[config.mk]
export PLATFORM = sky130hd
export DESIGN_NAME = gpio_pulse_monitor
export DESIGN_NICKNAME = d
export VERILOG_FILES = /design/src/rtl/gpio_pulse_monitor.sv
export SDC_FILE = /design/constraint.sdc
export NUM_CORES = 1
export LEC_CHECK = 0
export BUFFER_PORTS_ARGS = -buffer_cell sky130_fd_sc_hd__buf_2
export CORE_MARGIN = 10
export CORE_UTILIZATION = 58
export DETAILED_ROUTE_END_ITERATION = 8
export GPL_ROUTABILITY_DRIVEN = 0
export PLACE_DENSITY_LB_ADDON = 0.1
export SLEW_MARGIN = 20
export SYNTH_ARGS = -nofsm -noshare
export SYNTH_HDL_FRONTEND = slang
export SYNTH_SLANG_ARGS = --single-unit
export TNS_END_PERCENT = 20
[constraint.sdc]
create_clock -name clock -period 5.3 [get_ports clock]
set_input_delay 0.795 -clock clock [delete_from_list [all_inputs] [get_ports clock]]
set_output_delay 0.795 -clock clock [all_outputs]
set_load 0.05 [all_outputs]
[src/rtl/gpio_pulse_monitor.sv]
// gpio_pulse_monitor
//   Counts full high-then-low pulses on NCH asynchronous GPIO pads during a
//   timed run. The run passes once every channel has produced BLINKS pulses,
//   or fails if TIMEOUT cycles elapse first.
//
// Ports
//   clock     sole clock, rising edge
//   reset     synchronous, active-high
//   start     one-cycle request: clear counts and (re)start a run
//   abort     end the current run, return to IDLE, hold counts
//   gpio_in   asynchronous pad levels; anything other than 1 reads as 0
//   count_o   per-channel pulse counts, channel 0 in the LSBs
//   cycles_o  cycles elapsed in the current/last run
//   busy      run in progress
//   pass      sticky: all channels reached BLINKS
//   fail      sticky: TIMEOUT reached first
//
// Build option
//   GPIO_PULSE_MONITOR_GLITCH_FILTER_EN: adds a per-channel filter that
//   accepts a new level only after FILT consecutive equal synchronized
//   samples (pad-to-count latency 3+FILT instead of 3).
module gpio_pulse_monitor #(
    parameter int unsigned NCH     = 1,
    parameter int unsigned BLINKS  = 10,
    parameter int unsigned CNT_W   = 8,
    parameter int unsigned TIMEOUT = 100000,
    parameter int unsigned TMO_W   = 17,
    parameter int unsigned FILT    = 4
) (
    input  logic                   clock,
    input  logic                   reset,
    input  logic                   start,
    input  logic                   abort,
    input  logic [NCH-1:0]         gpio_in,
    output logic [NCH*CNT_W-1:0]   count_o,
    output logic [TMO_W-1:0]       cycles_o,
    output logic                   busy,
    output logic                   pass,
    output logic                   fail
);

    // Elaboration-time parameter legality checks.
    if (NCH < 1 || NCH > 32) begin : g_bad_nch
        $error("NCH must be 1..32");
    end
    if (BLINKS < 1 || BLINKS >= (64'd1 << CNT_W)) begin : g_bad_blinks
        $error("BLINKS must be 1..2^CNT_W-1");
    end
    if (TIMEOUT < 1 || TIMEOUT >= (64'd1 << TMO_W)) begin : g_bad_timeout
        $error("TIMEOUT must be 1..2^TMO_W-1");
    end
    if (FILT < 1) begin : g_bad_filt
        $error("FILT must be at least 1");
    end

    typedef enum logic [1:0] {
        S_IDLE,
        S_RUN,
        S_PASS,
        S_FAIL
    } state_t;

    state_t                      state_q, state_d;
    logic [NCH-1:0]              sync1_q, sync1_d;
    logic [NCH-1:0]              sync2_q, sync2_d;
    logic [NCH-1:0]              level;
    logic [NCH-1:0]              prev_q, prev_d;
    logic [NCH-1:0]              armed_q, armed_d;
    logic [NCH-1:0]              fall;
    logic [NCH-1:0][CNT_W-1:0]   cnt_q, cnt_d;
    logic [TMO_W-1:0]            cycles_q, cycles_d;
    logic                        all_done_q;
    logic                        all_done_d;

    // Two-flop synchronizer. X/Z on the pad are folded to 0 here so
    // they can never arm or clock a channel.
    always_comb begin
        sync1_d = '0;
        for (int unsigned i = 0; i < NCH; i++) begin
            sync1_d[i] = (gpio_in[i] === 1'b1);
        end
        sync2_d = sync1_q;
    end

`ifdef GPIO_PULSE_MONITOR_GLITCH_FILTER_EN
    localparam int unsigned FW = $clog2(FILT + 1);

    logic [NCH-1:0][FW-1:0] fcnt_q, fcnt_d;
    logic [NCH-1:0]         flvl_q, flvl_d;

    // fcnt counts consecutive samples that disagree with the accepted level;
    // the FILT-th disagreeing sample flips the accepted level.
    always_comb begin
        flvl_d = flvl_q;
        fcnt_d = '0;
        for (int unsigned i = 0; i < NCH; i++) begin
            if (sync2_q[i] != flvl_q[i]) begin
                if (fcnt_q[i] == FW'(FILT - 1)) begin
                    flvl_d[i] = sync2_q[i];
                end else begin
                    fcnt_d[i] = fcnt_q[i] + 1'b1;
                end
            end
        end
    end

    always_ff @(posedge clock) begin
        if (reset) begin
            fcnt_q <= '0;
            flvl_q <= '0;
        end else begin
            fcnt_q <= fcnt_d;
            flvl_q <= flvl_d;
        end
    end

    assign level = flvl_q;
`else
    assign level = sync2_q;
`endif

    assign fall = prev_q & ~level;

    always_comb begin
        all_done_q = 1'b1;
        for (int unsigned i = 0; i < NCH; i++) begin
            if (cnt_q[i] != CNT_W'(BLINKS)) begin
                all_done_q = 1'b0;
            end
        end
    end

    always_comb begin
        state_d    = state_q;
        cnt_d      = cnt_q;
        cycles_d   = cycles_q;
        armed_d    = armed_q;
        prev_d     = level;
        all_done_d = 1'b1;

        // A channel arms once it is seen high inside the run; only an armed
        // channel's falling edge counts, so a channel low at start needs a
        // rise first.
        if (state_q == S_RUN && !abort) begin
            for (int unsigned i = 0; i < NCH; i++) begin
                if (level[i]) begin
                    armed_d[i] = 1'b1;
                end
                if (fall[i] && armed_q[i] && cnt_q[i] != CNT_W'(BLINKS)) begin
                    cnt_d[i] = cnt_q[i] + 1'b1;
                end
            end
        end

        for (int unsigned i = 0; i < NCH; i++) begin
            if (cnt_d[i] != CNT_W'(BLINKS)) begin
                all_done_d = 1'b0;
            end
        end

        if (start) begin
            state_d  = S_RUN;
            cnt_d    = '0;
            cycles_d = '0;
            armed_d  = '0;
        end else if (state_q == S_RUN) begin
            if (abort) begin
                state_d = S_IDLE;
            end else if (all_done_q) begin
                state_d = S_PASS;
            end else if (cycles_q == TMO_W'(TIMEOUT - 1)) begin
                // A completion landing on the timeout edge still passes.
                state_d = all_done_d ? S_PASS : S_FAIL;
            end else if (cycles_q != {TMO_W{1'b1}}) begin
                cycles_d = cycles_q + 1'b1;
            end
        end
    end

    always_ff @(posedge clock) begin
        if (reset) begin
            state_q  <= S_IDLE;
            sync1_q  <= '0;
            sync2_q  <= '0;
            prev_q   <= '0;
            armed_q  <= '0;
            cnt_q    <= '0;
            cycles_q <= '0;
        end else begin
            state_q  <= state_d;
            sync1_q  <= sync1_d;
            sync2_q  <= sync2_d;
            prev_q   <= prev_d;
            armed_q  <= armed_d;
            cnt_q    <= cnt_d;
            cycles_q <= cycles_d;
        end
    end

    assign count_o  = cnt_q;
    assign cycles_o = cycles_q;
    assign busy     = (state_q == S_RUN);
    assign pass     = (state_q == S_PASS);
    assign fail     = (state_q == S_FAIL);

endmodule

# Word-level counts from Yosys, hierarchy flattened
# Index checks and enable logic that the tools add are counted.
[classes]
add_sub_neg = 2
n_bitwise = 4
n_lt_le_gt_ge = 0
div = 0
n_mux = 8
mul = 0
reduce_logical = 10
n_eq_ne = 10
shift = 0
[ops]
columns = ["operator", "count"]
rows = [
  ["adder 17 x 1 -> 17 bit (second input constant)", 1],
  ["equality test 17 bit (second input constant)", 1],
  ["inequality test 17 bit (second input constant)", 1],
  ["2-to-1 mux 8 bit", 2],
  ["inequality test 8 x 4 -> 1 bit (second input constant)", 2],
  ["adder 8 x 1 -> 8 bit (second input constant)", 1],
  ["2-to-1 mux 2 bit", 3],
  ["AND reduction 2 bit", 3],
  ["AND reduction 5 bit", 1],
  ["equality test 2 bit (second input constant)", 2],
  ["inequality test 4 x 3 -> 1 bit (second input constant)", 1],
  ["logical AND 1 bit", 3],
  ["2-to-1 mux 1 bit", 3],
  ["inequality test 3 x 2 -> 1 bit (second input constant)", 1],
  ["NOT 1 bit", 3],
  ["equality test 2 x 1 -> 1 bit (second input constant)", 1],
  ["nonzero test 2 bit", 1],
  ["OR reduction 2 bit", 1],
  ["AND 1 bit", 1],
  ["=== test 1 bit (second input constant)", 1],
  ["zero test 1 bit", 1],
]
[totals]
n_memories = 0
rom_bits = 0
reg_bits = 31
latch_bits = 0
elab_cells = 42
inputBits = 5
ramBits = 0

# Logic depth before layout (Yosys ltp)
[depth]
ltp_word = 13
ltp_mapped = 10

# Worst setup path after synthesis
# No wires, ideal clock.
[synth_timing]
path_kind = "reg-to-reg"
from = "reg cycles_q[4], in the netlist cycles_o[4]"
to = "reg cycles_q[10], in the netlist cycles_o[10]"
slack_ns = 2.728
arrival_ns = 2.502
period_less_slack_ns = 2.572
path_stages_with_launch = 11
setup_time_ns = 0.070
t_required_ns = 5.230
cell_sequence = "dfxtp_1 and4_1 nand3_1 or3_1 nor3_1 ha_1 nor2_1 o2111ai_1 clkbuf_1 o21ai_0 a21oi_1"
[synth_between]
elab_chain_len = 3
word_cells_on_any_way = 5
[synth_lines]
columns = ["element", "line", "rtl"]
rows = [
  ["start: declaration", "71", "logic [TMO_W-1:0] cycles_q, cycles_d;"],
  ["start signal: assignment", "196", "cycles_q <= cycles_d;"],
  ["parallel branches: the longest is 3 deep, another holds adder 17 x 1 -> 17 bit", "-", ""],
]
# Parallel ways; which one is timed is not known.
# A chain may end at the register's enable or synchronous reset.

# Worst setup path after layout
[layout_timing]
from = "reg cycles_q[5], in the netlist cycles_o[5]"
to = "reg cycles_q[10], in the netlist cycles_o[10]"
# The elaborated chain is that of the path after synthesis.

==> results by group <==
Setup path
  • Critical Path AT: 2.76 ns
  • Critical Path RT: 5.57 ns
  • Max FO, Critical Path: 12
  • Slowest cell on crit path: dfxtp_1
  • CP peak stage delay: 0.45 ns
  • CP Capture Type: flip-flop
  • Startpoint types: flip-flop
  • R2R setup slack: 2.81 ns
  • Setup CP Type: flip-flop to flip-flop
  • Cell Chain, Critical Path: and4_1, nand3_1, or3_1, nor3_1, ha_1, nor2_1, o2111ai_1, o21ai_0, a21oi_1

Power and ir drop
  • Pwr dens: 219.4 nW/um^2
  • Maximum vdd drop: 0.2047 mV
  • Sw frac: 22.62%
  • Psw: 92.92 uW
  • Comb pwr share: 4.0%
  • Seq pwr share: 57.4%
  • Internal power: 317.8 uW
  • P_leak: 0.0006686 uW
  • Clock share of power: 38.6%

Clock tree
  • Clk sinks: 31
  • CTS H-tree depth: 2
  • CTS tree: built
  • Total CTS buffers: 5
  • Post-CTS Setup Bufs: 0
  • CTS Buffer Depth: 2
  • CTS root buffer: clkbuf_4
  • Resize count post-CTS: 0
  • Clk Latency, worst-skew pair: 0.34 ns
  • Clk slew on worst S/H paths: 0.10 ns
  • CTS Hold Bufs: 0

Logic synthesis
  • Mux contribution to synthesized area: 0.6107%
  • Post-Syn Area: 1639 sq um
  • Synth Area in Adders: 3.053%
  • Simple-gate portion of the synthesized area: 31.68%
  • Sequential share of the synthesized area: 37.86%
  • EDFF count, synth: 0
  • Synth warnings: 0
  • Complex-gate fraction of the synthesized area: 18.24%
  • Mapped Cells: 201
  • Syn_area_per_cell: 8.155 sq um
  • Ys async rst share: 0%
  • Yosys reg bits: 31
  • Syn Nets: 210
  • XOR/XNOR share of the synthesized area: 4.809%
  • Predominant post-synthesis flop cell: dfxtp_1
  • Largest family of logic cells by synthesized area: simple AND/OR/NAND/NOR gates
  • Distinct cells, synth: 43

STA
  • Slew @ Worst Pin: 0.7046 ns
  • RSZ-0062 raised after global routing: false
  • Fin crit share: 47.01%
  • Rel. slew slack: 52.98%
  • Worst Clk Skew: 0.01280 ns
  • Setup violations, final: 0
  • Fin Setup TNS: 0 ns
  • Max Slew Vio Count: 0
  • Fin crit period: 2.492 ns
  • Fmax: 0.4013 GHz
  • Hold Fails Final Rpt: 0

Finish
  • Fin cells: 265
  • Nets@finish: 242
  • FILL cells: 254
  • P&R area growth vs syn: 14.20%
  • Most frequent cells in the layout: buf_2, dfxtp_1, nor2_1
  • Reg area: 620.6 sq um
  • Multi-input logic area: 957.2 sq um
  • Most common cell after layout, fill and taps aside: buf_2
  • Share of cells above drive strength 1: 20.51%
  • Ant diodes: 0

Global route
  • Largest net degree at the start of global routing: 26
  • Total track usage: 14.71%
  • Initial antenna violation count: 0
  • First-pass GRT wire length: 6417 microns
  • Grt ovf: 0
  • Vias in the first global route: 1,482

Floorplanning
  • Die ar.: 5352 sq um
  • Rows: 19
  • Die width: 73.16 microns
  • Die H: 73.16 microns
  • CORE AREA: 2734 sq um
  • Io pins: 33
  • Initial Utilization: 59.95%

Routing
  • DR WL/cell: 14.65 microns
  • Final WL: 3883 microns
  • Antenna viol nets, final: 0
  • Routed vias/inst: 5.864
  • Via Count: 1,554
  • First-pass DRT Iterations: 4
  • Remaining DRCs: 0
  • Iter 0 DRT Violations: 108

Outcome
  • Status: finished, final reports clean

Min path
  • Worst hold path type: flip-flop to flip-flop

Placed design
  • Placed Cells incl. Taps: 257
  • Port-buffer cells: 32
  • Detail Placement HPWL: 2901 microns

Run
  • # Max-Cap Violations: 0
## flip-flops by register name (all words and copies together), names as in the netlist
| signal | flops |
|---|---|
| count_o | 8 |
| cycles_o | 17 |
| level | 1 |
| prev_q | 1 |
| armed_q | 1 |
| sync1_q | 1 |
| state_q | 2 |
## cell type report
| cell class | instances | area share (%) |
|---|---|---|
| repair buffers | 32 | 8.556 |
| clock buffers | 8 | 3.676 |
| inverters | 7 | 1.404 |
| well taps | 31 | 2.072 |
| flip-flops and latches | 31 | 33.15 |
| multi-input cells | 156 | 51.14 |
## power by group through the flow
stage / Clock, uW / Combinational, uW / Sequential (uW)
final: 159 / 16.4 / 236
after detailed placement: 0 / 16.5 / 241
after CTS: 162 / 16.6 / 236
after floorplan: 0 / 10.9 / 242
after global placement: 0 / 15.9 / 241
after global routing: 171 / 17.9 / 236
## final timing paths
| path | from | endpoint | cells after the start |
|---|---|---|---|
| min | sync1_q | level | 1 |
| max | cycles_o[5] | cycles_o[10] | 9 |
| min reg2reg | sync1_q | level | 1 |
| max reg2reg | cycles_o[5] | cycles_o[10] | 9 |
## worst max-delay path: cells and delay by family, from the launching register on
family / cells / cell delay [ns]
AOI/OAI and AO/OA: 3 / 0.70
adders and majority gates: 1 / 0.24
DFF: 1 / 0.45
and+or+nand+nor: 5 / 1.04
## cell families after synthesis
group                      after synthesis
adders and majority gates                4
buffers and inverters                   14
AOI/OAI and AO/OA                       48
muxes                                    1
and+or+nand+nor                         94
xor gates and xnor gates                 9
DFF                                     31
## stage by stage
stage / instance area [sq um] / total power [uW] / hold slack [ns] / utilization (%) / setup WS (ns)
final: 1872 / 410.7 / 0.4438 / 68.47 / 2.808
after global routing: 1872 / 425.4 / 0.4808 / 68.47 / 2.534
after CTS: 1872 / 414.0 / 0.4496 / 68.47 / 2.854
after detailed placement: 1803 / 257.5 / 0.4293 / 65.95 / 2.790
after global placement: 1803 / 256.9 / 0.4152 / 65.95 / 2.886
after floorplan: 1639 / 252.5 / 0.4138 / - / 2.728
## cells in the mapped netlist, types with 4 or more instances
cell type	instances	area (sq um)
a21oi_1	19	95.09
clkbuf_1	5	18.77
dfxtp_1	31	620.6
ha_1	4	50.05
inv_1	7	26.28
nand2_1	15	56.30
nand3_1	11	55.05
nor2_1	21	78.83
nor2b_1	5	31.28
nor3_1	4	20.02
o21ai_0	18	90.09
or2_2	4	25.02
or3_1	16	100.1
xnor2_1	8	70.07
## layer usage
layer  share of wire, %  GRT usage [%]  wire [microns]
met5                  0              0               0
met4                1.7          6.118              67
met1                 42          15.45            1625
met3                5.9          5.442             228
met2                 51          25.60            1962
Power figures use the tool's default switching activity.
